`src/rtl/fetch_unit.sv`:
```
// Instruction fetch stage: PC, synchronous-read imem interface, instruction register.
// Define FETCH_SKID_EN to hold a stalled word in a skid register instead of re-reading memory.
module fetch_unit #(
  parameter logic [15:0] RESET_PC = 16'h0000
) (
  input  logic        clk,
  input  logic        reset,
  input  logic        stall,
  input  logic        redirect,
  input  logic [15:0] redirect_pc,
  output logic [15:0] imem_addr,
  output logic        imem_en,
  input  logic [15:0] imem_rdata,
  output logic [15:0] ir,
  output logic [2:0]  opcode,
  output logic [15:0] ir_pc,
  output logic        ir_valid
);

  typedef enum logic [1:0] {BOOT, RUN, REDIR} state_t;

  state_t      state, state_nx;
  logic [15:0] pc_f;
  logic [15:0] fetched_pc;
  logic        hold;

`ifdef FETCH_SKID_EN
  logic [15:0] skid;
  logic        skid_valid;
`endif

  // Redirect beats stall; only a RUN-state stall freezes the pipe.
  assign hold   = (state == RUN) && stall && !redirect;
  assign opcode = ir[15:13];

  always_ff @(posedge clk or posedge reset) begin
    if (reset) state <= BOOT;
    else       state <= state_nx;
  end

  always_comb begin
    state_nx = state;
    unique case (state)
      BOOT, RUN, REDIR: state_nx = redirect ? REDIR : RUN;
      default:          state_nx = BOOT;
    endcase
  end

`ifdef FETCH_SKID_EN
  always_comb begin
    imem_addr = pc_f;
    imem_en   = !(hold && skid_valid);
  end
`else
  // Re-present the pending address so the word is still on imem_rdata after the stall.
  always_comb begin
    imem_addr = hold ? fetched_pc : pc_f;
    imem_en   = 1'b1;
  end
`endif

  always_ff @(posedge clk or posedge reset) begin
    if (reset) begin
      pc_f       <= RESET_PC;
      fetched_pc <= RESET_PC;
      ir         <= '0;
      ir_pc      <= '0;
      ir_valid   <= 1'b0;
`ifdef FETCH_SKID_EN
      skid       <= '0;
      skid_valid <= 1'b0;
`endif
    end else if (redirect) begin
      pc_f     <= redirect_pc;
      ir_valid <= 1'b0;
`ifdef FETCH_SKID_EN
      skid       <= '0;
      skid_valid <= 1'b0;
`endif
    end else if (hold) begin
`ifdef FETCH_SKID_EN
      if (!skid_valid) begin
        skid       <= imem_rdata;
        skid_valid <= 1'b1;
      end
`endif
    end else begin
      fetched_pc <= pc_f;
      pc_f       <= pc_f + 16'd1;
      if (state == RUN) begin
`ifdef FETCH_SKID_EN
        ir         <= skid_valid ? skid : imem_rdata;
        skid_valid <= 1'b0;
`else
        ir         <= imem_rdata;
`endif
        ir_pc      <= fetched_pc;
        ir_valid   <= 1'b1;
      end else begin
        ir_valid <= 1'b0;
      end
    end
  end

endmodule

```
`config.mk`:
```
export PLATFORM = sky130hd
export DESIGN_NAME = fetch_unit
export DESIGN_NICKNAME = d
export VERILOG_FILES = /design/src/rtl/fetch_unit.sv
export SDC_FILE = /design/constraint.sdc
export NUM_CORES = 1
export LEC_CHECK = 0
export ABC_CLOCK_PERIOD_IN_PS = 2630
export CAP_MARGIN = 15
export CORE_MARGIN = 5
export CORE_UTILIZATION = 46
export DETAILED_ROUTE_END_ITERATION = 12
export MAX_ROUTING_LAYER = met4
export PLACE_DENSITY = 0.89
export SYNTH_ARGS = -nofsm -noshare
export SYNTH_HDL_FRONTEND = slang
export SYNTH_SLANG_ARGS = --single-unit
```
`constraint.sdc`:
```
create_clock -name clk -period 2.63 [get_ports clk]
set_input_delay 0.3945 -clock clk [delete_from_list [all_inputs] [get_ports clk]]
set_output_delay 0.3945 -clock clk [all_outputs]
set_load 0.01 [all_outputs]
```
Word-level counts from Yosys, hierarchy flattened

Index checks and enable logic that the tools add are counted.

Add/subtract/negate cells: 1
Eq/ne operators: 3
Muxes and demuxes: 8
Bitwise gates (word level): 2
Reduce and logical (&&, ||, !) cells: 6

Operator list:

| kind                                                             | number |
|---|---|
| 16-bit 2-to-1 mux                                                | 3 |
| 16-bit by 1-bit adder with 16-bit output (second input constant) | 1 |
| 2-bit 2-to-1 mux                                                 | 2 |
| 1-bit 2-to-1 mux                                                 | 3 |
| 3-bit AND reduction                                              | 1 |
| 3-bit OR reduction                                               | 1 |
| 2-bit by 1-bit == test with 1-bit output (second input constant) | 1 |
| 2-bit == test (second input constant)                            | 1 |
| 1-bit logical AND                                                | 2 |
| 2-bit zero test                                                  | 1 |
| 2-bit inequality test (second input constant)                    | 1 |
| 1-bit inverter                                                   | 2 |
| 1-bit zero test                                                  | 1 |

Register bits: 67
Input bits: 36
Output and inout bits: 53

Longest topological paths before layout

Gate-level depths: netlist of the first run.

Depth after elaboration: 5
Depth in mapped cells: 5

Worst setup path after synthesis of the first run

No wires, ideal clock.

Kind: register to output
From: register state[1]
To: output port imem_addr[10]
Data arrival time: 1.596 ns
Path slack: 0.640 ns
Cell stages (with the launch flop): 5
Path through: dfrtp_1 -> nand3b_2 -> nor2_2 -> buf_6 -> mux2_2

Cells in the longest elaborated chain, start to end: 4

Ends and longest elaborated chain:

| item                                     | line | RTL |
|---|---|---|
| start: declaration                       | 22   | `state_t state, state_nx;` |
| start signal: assignment                 | 38   | `else state <= state_nx;` |
| 2-bit by 1-bit == test with 1-bit output | 33   | `assign hold = (state == RUN) && stall && !redirect;` |
| 1-bit logical AND (2 in a row)           | 33   |  |
| 16-bit 2-to-1 mux                        | --   |  |
| end: declaration                         | 11   | `output logic [15:0] imem_addr,` |

No other way between the ends.

Worst setup path in the final report of the first run

From: register state[1]
To: output port imem_addr[0]

Same word-level chain as after synthesis.

==> results.toml, run 1 <==
[synthesis]
yosys.area.top_type = "dfrtp_1"
syn_inst = 233
synthArstFlopShare_pct = 100
yosysSeqAreaShare_pct = 55.1
synth_top_cell_area_share_pct = 55.1
ys_ff_latch = 67
synthTopCellsByArea = "dfrtp_1 (55%), mux2_2 (24%), nand2_1 (2.1%)"
yosysWarnings = 0
synth_nets = 270
synth_cell_types = 39
syn_avg_cell_area_um2 = 13.0
syn_area_mm2 = 0.00304
synth_edf_count = 0
synthFlopType = "dfrtp_1"

[clock_network]
cts_buffers = 9
post_cts_buffers = 0
clockRootBuffer = "clkbuf_8"
clk_path_buf_depth = 2
cts_sinks = 67
holdBufCountCts = 0
clkTransAtPathRegs_ns = 0.07
clk_latency_ns = 0.33
cts_tree = "built"
h-tree-depth = 3

[min_path]
hold_path_class = "input pin to async pin"

[sta]
finClkSkew_ns = 0.00472
hold_viol = 0
setup_violations = 0
tns_ns = 0
fin_crit_sh_pct = 95.6
slew_violations = 0
min_period_ns = 2.51
rsz0062_at_grt = "no"
clock.fmax_mhz = 398

[routing]
first_iter_violations = 65
vias_per_cell = 5.34
route.detailed.drc = 0
antenna_left = 0
route.detailed.wl_per_inst_um = 16.9
first_pass_iters = 4
wirelength_mm = 6.91
vias = 2178

[setup_path]
critPathKind = "flop to primary output"
critPathRequiredTime_ns = 2.24
critPathLaunchType = "flop"
cp-end-kind = "primary output"
crit_chain = "nand3b_4, nor2_4, buf_2, mux2_2, clkdlybuf4s50_1"
path_buf_inv = 2
cp_slowest_cell = "clkdlybuf4s50_1"
worst_ep_arrival_time_ns = 2.12
worstPathMaxFanout = 5
slowest_delay_ns = 0.48
cp_top_family = "buffers and inverters"

[floorplanning]
die_area_mm2 = 0.00834
start_util_pct = 47.6
fp.dieW_um = 91.3
io_pins = 89
rows = 29
fp.dieH_um = 91.3
core_mm2 = 0.00639

[cells_and_area]
syn_to_final_growth_pct = 39.3
num_antenna_cells = 0
fin_util_pct = 66.3
stdcell_area_mm2 = 0.00424
fillers = 490
multi_input_area_mm2 = 0.00129
area.sequential_mm2 = 0.00168
drive_above_1_share_pct = 29.9
fin_cells = 408
fin_nets = 363

[power]
cellPowerDensity_mw_per_mm2 = 750
power_mw = 3.18
worst_ir_drop_vdd_v = 0.000499
leakage_nw = 1.76

[run_status]
status = "complete, no violations"

[grt]
grt_start_max_net_pins = 68
grt_pass1_wl_mm = 11.5
track_usage_pct = 17.7
grt_overflow_total = 0
grt_pass1_vias = 2279
antenna_found_initial = 0

[placement]
place_hpwl_mm = 4.92
postPlaceCellArea_mm2 = 0.00402
gp_routability_congestion = 0.867
place_inst = 391
port_buffers = 87

[flow_run]
drv_cap = 0
final timing paths:
| kind | start | endpoint | slack (ns) | cells after the start |
|---|---|---|---|---|
| max | state[1] | imem_addr[0] | 0.12 | 5 |
| min | reset | ir[14] | 0.45 | 3 |
| max reg2reg | pc_f[0] | pc_f[12] | 0.85 | 5 |
| min reg2reg | ir_valid | ir_valid | 0.48 | 1 |
| max in group asynchronous | reset | state[1] | 1.89 | 3 |
| min in group clk | ir_valid | ir_valid | 0.48 | 1 |
cells in the final DEF, fill, tap and decap left out, drive strengths merged:
cell           Yosys  final
nand4              5      5
mux2i              1      1
a31o               1      1
nand2             17     17
or4                3      3
dlymetal6s2s       0      1
nand3b             1      1
bufinv             0      1
clkdlybuf4s50      0     86
clkbuf             2     11
dfrtp             67     67
and3               2      2
a21oi              2      2
o211ai             1      1
xnor2              6      6
nor4               2      2
and3b              1      1
a221o              1      1
buf               12      9
o31ai              2      2
a31oi              3      3
inv                2      2
nor4b              1      1
o21ai             11     11
nor2               7      7
nor3b              1      1
ha                 1      1
conb               1      1
xor2               4      4
and4               2      2
mux2              64     64
a21o               1      1
nor3               2      2
clkinv             1      4
clkinvlp           0      1
nand3              6      6
synthesized netlist by cell type (2+ instances only):
cell / n
dfrtp_1: 67
nand3_2: 2
buf_2: 5
nor3_1: 2
mux2_2: 64
clkbuf_1: 2
xnor2_1: 6
a21oi_1: 2
o31ai_1: 2
nor2_1: 5
o21ai_0: 11
inv_1: 2
a31oi_1: 3
nor2_2: 2
nand3_1: 4
or4_1: 3
nand2_1: 17
buf_4: 5
and4_1: 2
nand4_1: 5
xor2_1: 4
worst register-to-register path, delay by kind of cell, from the launching register on:
| kind | cells | cell delay [ns] |
|---|---|---|
| flops | 1 | 0.44 |
| simple gates | 3 | 0.77 |
| fa+ha+maj | 1 | 0.20 |
| compound gates | 1 | 0.26 |
registers in the layout, summed over array words and instances, names as in the netlist:
| name | count |
|---|---|
| fetched_pc | 16 |
| ir | 16 |
| pc_f | 16 |
| ir_valid | 1 |
| ir_pc | 16 |
| state | 2 |
report_power, final:
| group | switching [mW] | internal, mW | total [mW] |
|---|---|---|---|
| clock network | 0.377 | 0.459 | 0.836 |
| registers | 0.160 | 1.26 | 1.42 |
| logic | 0.329 | 0.596 | 0.925 |
| total | 0.866 | 2.31 | 3.18 |
kinds of logic (layout without fill, tap and decap cells):
logic type / after synthesis / after routing / synth area share (%)
flops: 67 / 67 / 55.1
mux: 65 / 65 / 24.0
simple gates: 50 / 50 / 9.88
compound gates: 22 / 22 / 4.36
buf+inv: 17 / 115 / 3.17
xor+xnor: 10 / 10 / 2.88
fa+ha+maj: 1 / 1 / 0.411
other cells: 1 / 1 / 0.123
metrics by stage:
stage	setup WS, ns	hold WS, ns
after detailed placement	-0.0205	0.465
final	0.116	0.445
after global placement	0.0364	0.478
after floorplan	0.552	0.491
after global routing	0.0260	0.490
after CTS	0.00164	0.463
area by class of cell:
type | count | share of cell area [%]
Inverter | 3 | 0.266
Timing Repair Buffer | 96 | 22.8
Tap cell | 77 | 2.27
Clock inverter | 5 | 1.24
Sequential cell | 67 | 39.6
Multi-Input combinational cell | 149 | 30.4
Clock buffer | 11 | 3.34
routing by layer:
metal / routed length [um] / global-route usage [%] / vias to the layer above
met2: 3550 / 27.5 / 81
li1: - / - / 1019
met3: 349 / 3.88 / 14
met5: 0 / - / -
met4: 177 / 8.44 / 0
met1: 2830 / 21.9 / 1064
repair_timing:
item,4_1_cts,5_1_grt
cloned,0,1
setup endpoints to repair,9,16
resized for setup,1,4
(Power assumes the default switching activity.)
==> run 2, diff against run 1 <==
--- a/config.mk
+++ b/config.mk
@@ -9,2 +9,3 @@
 export CAP_MARGIN = 15
+export CORE_ASPECT_RATIO = 2
 export CORE_MARGIN = 5
@@ -14,2 +15,3 @@
 export PLACE_DENSITY = 0.89
+export SETUP_SLACK_MARGIN = 0.3
 export SYNTH_ARGS = -nofsm -noshare
==> constraint.sdc (replaced) <==
create_clock -name clk -period 2.63 [get_ports clk]
set_input_delay 0.526 -clock clk [delete_from_list [all_inputs] [get_ports clk]]
set_output_delay 0.526 -clock clk [all_outputs]
set_load 0.01 [all_outputs]
==> results.toml, run 2 (synthesis gave the netlist of run 1 again) <==
[setup_path]
critPathLaunchType = "flop"
worstPathMaxFanout = 7
cp-end-kind = "primary output"
reg2reg_depth = 5
r2r-end = "pc_f[12]"
critPathRequiredTime_ns = 2.10
r2r-start = "pc_f[1]"
regToRegSetupSlack_ns = 0.77
crit_chain = "nand3b_4, nor2_4, buf_6, mux2_2, dlygate4sd2_1"
slowest_delay_ns = 0.37
critPathKind = "flop to primary output"
cp_slowest_cell = "dfrtp_1"
worst_ep_arrival_time_ns = 1.76

[clock_network]
h-tree-depth = 3
clkTransAtPathRegs_ns = 0.05
clk_latency_ns = 0.32
cts_tree = "built"
holdBufCountCts = 0
cts_buffers = 9
clockRootBuffer = "clkbuf_16"
clk_path_buf_depth = 2
cts_sinks = 67

[cells_and_area]
fillers = 504
mostFrequentLayoutCells = "clkdlybuf4s50_1 (69), dfrtp_1 (66), mux2_2 (64), nand2_1 (17), clkdlybuf4s15_1 (13)"
fin_util_pct = 66.6
final_common_cell = "clkdlybuf4s50_1"
fin_nets = 366
num_antenna_cells = 0
drive_above_1_share_pct = 30.9
fin_cells = 421
syn_to_final_growth_pct = 42.8

[sta]
relSlewSlack_pct = 66.4
min_period_ns = 2.29
slew_violations = 0
setup_violations = 0
fin_crit_sh_pct = 87.0
clock.fmax_mhz = 437
worst_slack_ns = 0.341
finClkSkew_ns = 0.00589
rsz0062_at_grt = "yes"
worst_pin_slew_ns = 0.503
hold_viol = 0
fin_hold_ws_ns = 0.505

[placement]
post-place-ws_ns = -0.309
place_hpwl_mm = 5.23
place_inst = 405
gp_routability_congestion = 0.828
port_buffers = 87

[grt]
grt_pass1_vias = 2438
grt_overflow_total = 0
track_usage_pct = 19.2
grt_pass1_wl_mm = 12.0
antenna_found_initial = 0
grt_start_max_net_pins = 33

[routing]
first_iter_violations = 66
vias_per_cell = 5.31
route.detailed.drc = 0
antenna_left = 0
vias = 2237
route.detailed.wl_per_inst_um = 17.3
first_pass_iters = 4
wirelength_mm = 7.30

[min_path]
min_from = "ir[11]"
whs_endpoint = "ir[11]"
hold_path_class = "flop to flop"
hold-path-cell-count = 1

[power]
leakage_nw = 1.80
cellPowerDensity_mw_per_mm2 = 786
power_mw = 3.41
worst_ir_drop_vdd_v = 0.000592

[floorplanning]
die_area_mm2 = 0.00843
core_mm2 = 0.00652
rows = 42
fp.dieH_um = 125
fp.dieW_um = 67.5
io_pins = 89
start_util_pct = 46.7

[flow_run]
drv_cap = 0

[run_status]
status = "complete, no violations"
[run 2: cell types whose count changed in the layout (fill, tap and decap cells not counted), sizes merged, moves of 2 or more]
| cell | previous run | this run |
|---|---|---|
| buf | 9 | 13 |
| clkdlybuf4s50 | 86 | 69 |
| dlygate4sd2 | 0 | 3 |
| clkdlybuf4s15 | 0 | 13 |
| clkinv | 4 | 2 |
| clkinvlp | 1 | 3 |
[run 2: worst max-delay path, delay by kind of cell (launching register included)]
kind	cells	cell delay, ns
buffers and inverters	2	0.43
DFF	1	0.37
and+or+nand+nor	2	0.32
muxes	1	0.32
[run 2: cell type report]
type | instances | area (um^2) | area share, %
tap | 88 | 110 | 2.54
clock inverter | 4 | 27.5 | 0.634
inverter | 3 | 11.3 | 0.259
clock buffer | 11 | 243 | 5.59
multi-input combinational | 149 | 1290 | 29.7
timing repair buffer | 99 | 983 | 22.6
sequential | 67 | 1680 | 38.6
[run 2: per-layer routing]
metal | global-route usage, % | routed length (um) | part of all wire, % | up-vias
met2 | 30.3 | 3770 | 52 | 104
met5 | - | 0 | 0 | -
li1 | - | - | - | 1018
met1 | 23.4 | 2940 | 40 | 1103
met4 | 7.18 | 150 | 2.1 | 0
met3 | 4.49 | 441 | 6.0 | 12
[run 2: repair_timing]
item	CTS	global route
endpoints found under the hold margin	0	0
cloned	0	0
pin swaps	1	1
setup buffers	1	0
endpoints found under the setup margin	16	15
resized for setup	25	17
[run 2: power breakdown]
part	internal [mW]	total [mW]	switching, mW	leakage (nW)
Clock	0.655	1.06	0.407	0.124
Sequential	1.26	1.43	0.168	0.805
Combinational	0.582	0.921	0.339	0.874
[run 2: worst max-delay path by stage]
stage | start | to | cells after the start
6_report | state[1] | imem_addr[12] | 5
5_1_grt | state[1] | imem_addr[12] | 5
4_1_cts | state[1] | imem_addr[1] | 5
3_5_place_dp | stall | imem_addr[4] | 6
3_3_place_gp | stall | imem_addr[2] | 6
2_1_floorplan | reset | fetched_pc[0] | 1
[run 2: stage by stage]
| step | instance area [um^2] | TNS (ns) |
|---|---|---|
| finish | 4340 | 0 |
| detailed placement | 4050 | -4.19 |
| global placement | 4050 | -3.51 |
| floorplan | 3040 | 0 |
| CTS | 4320 | 0 |
| global route | 4340 | 0 |
==> run 3, diff against run 2 <==
Settings changed: ABC_CLOCK_PERIOD_IN_PS 2630 to 2750, CTS_CLUSTER_DIAMETER set to 60.
Clock period 2.63 ns to 2.75 ns, I/O delays scaled along.
==> results.toml, run 3 (synthesis gave the netlist of run 1 again) <==
[power]
cellPowerDensity_mw_per_mm2 = 787
power_mw = 3.45
p_int_mw = 2.57
leakage_nw = 1.85
swShare_pct = 25.4
switching_power_uw = 877
clkPwrFrac_pct = 35.3
worst_ir_drop_vdd_v = 0.000539
p_seq_share_pct = 39.4
pwr-share-comb_pct = 25.2

[sta]
slew_violations = 0
finClkSkew_ns = 0.00604
worst_slack_ns = 0.365
rsz0062_at_grt = "no"
tns_ns = 0
clock.fmax_mhz = 419
fin_crit_sh_pct = 86.7
min_period_ns = 2.38
setup_violations = 0
hold_viol = 0

[cells_and_area]
area.sequential_mm2 = 0.00168
fillers = 501
fin_nets = 366
mostFrequentLayoutCells = "clkdlybuf4s50_1 (69), dfrtp_1 (65), mux2_2 (64), nand2_1 (17), dlygate4sd2_1 (17)"
syn_to_final_growth_pct = 44.3
num_antenna_cells = 0
multi_input_area_mm2 = 0.00129
fin_util_pct = 67.3
final_common_cell = "clkdlybuf4s50_1"
drive_above_1_share_pct = 31.4

[floorplanning]
start_util_pct = 46.7
fp.dieH_um = 125
io_pins = 89
core_mm2 = 0.00652
die_area_mm2 = 0.00843
rows = 42
fp.dieW_um = 67.5

[clock_network]
cts_sinks = 67
cts_buffers = 9
h-tree-depth = 3
clk_latency_ns = 0.32
clockRootBuffer = "clkbuf_16"
cts_tree = "built"
clk_path_buf_depth = 2
clkTransAtPathRegs_ns = 0.05

[routing]
first_iter_violations = 86
antenna_left = 0
vias = 2208
vias_per_cell = 5.23
route.detailed.wl_per_inst_um = 16.2
route.detailed.drc = 0
first_pass_iters = 4
wirelength_mm = 6.86

[placement]
gp_routability_congestion = 0.833
post-place-ws_ns = -0.189
place_hpwl_mm = 5.04
port_buffers = 87

[setup_path]
critPathLaunchType = "input pin"
cp-end-kind = "primary output"
worstPathMaxFanout = 7
worst_ep_arrival_time_ns = 1.83
critPathRequiredTime_ns = 2.20
critPathKind = "input pin to primary output"

[grt]
grt_overflow_total = 0
grt_start_max_net_pins = 33
track_usage_pct = 18.3
antenna_found_initial = 0
grt_pass1_vias = 2385
grt_pass1_wl_mm = 11.5

[min_path]
hold_path_class = "flop to flop"

[run_status]
status = "complete, no violations"

[flow_run]
drv_cap = 0
[run 3: cell types whose count changed in the layout (fill, tap and decap cells not counted), moves of 2 or more]
| cell | previous run | this run |
|---|---|---|
| buf_4 | 7 | 9 |
| buf_6 | 3 | 1 |
| bufinv_16 | 0 | 2 |
| clkdlybuf4s15_1 | 13 | 0 |
| dlygate4sd2_1 | 3 | 17 |
[run 3: cell type report]
cell class,count,area share [%]
timing repair buffer,99,22.1
clock inverter,6,2.02
multi-input combinational,149,29.4
sequential,67,38.3
clock buffer,10,5.45
inverter,3,0.257
tap,88,2.51
[run 3: routing by layer]
metal  up-vias  global-route usage (%)  share of wire (%)
met1      1070                    23.2                 42
met3        11                    3.77                7.0
li1       1029                       -                  -
met2        98                    28.5                 50
met4         0                    6.58                1.2
met5         -                       -                  0
[run 3: worst paths after layout]
check | startpoint | endpoint | slack (ns) | depth (start not counted)
max | stall | imem_addr[10] | 0.37 | 6
min | ir_valid | ir_valid | 0.49 | 1
min reg2reg | ir_valid | ir_valid | 0.49 | 1
max reg2reg | pc_f[0] | pc_f[12] | 0.94 | 5
max in group asynchronous | reset | ir[14] | 1.62 | 3
min in group asynchronous | reset | ir[9] | 0.56 | 2
[run 3: critical path, cell delays in order]
cell,delay [ns]
clkdlybuf4s15_2,0.25
nand3b_4,0.11
nor2_4,0.13
buf_4,0.18
mux2_2,0.33
dlygate4sd2_1,0.28
[run 3: power groups by stage]
stage                     sequential, mW  combinational, mW  clock [mW]
after floorplan                     1.41              0.343           0
after global placement              1.36              0.879           0
after detailed placement            1.38              0.899           0
after CTS                           1.36              0.887        1.24
after global routing                1.40              0.936        1.29
final                               1.36              0.870        1.22
[run 3: metrics by stage]
stage                     hold slack, ns  cells  instance area, um^2
after detailed placement           0.484    405                 4050
after CTS                          0.496    422                 4390
after global routing               0.516    422                 4390
after floorplan                    0.491    233                 3040
after global placement             0.461    405                 4050
final                              0.491    422                 4390
[run 3: repair_timing]
item	4_1_cts	5_1_grt
setup endpoints to repair	16	15
pin swaps	1	1
gates cloned	0	0
hold buffers	0	0
buffers inserted	1	0
resized for setup	24	1
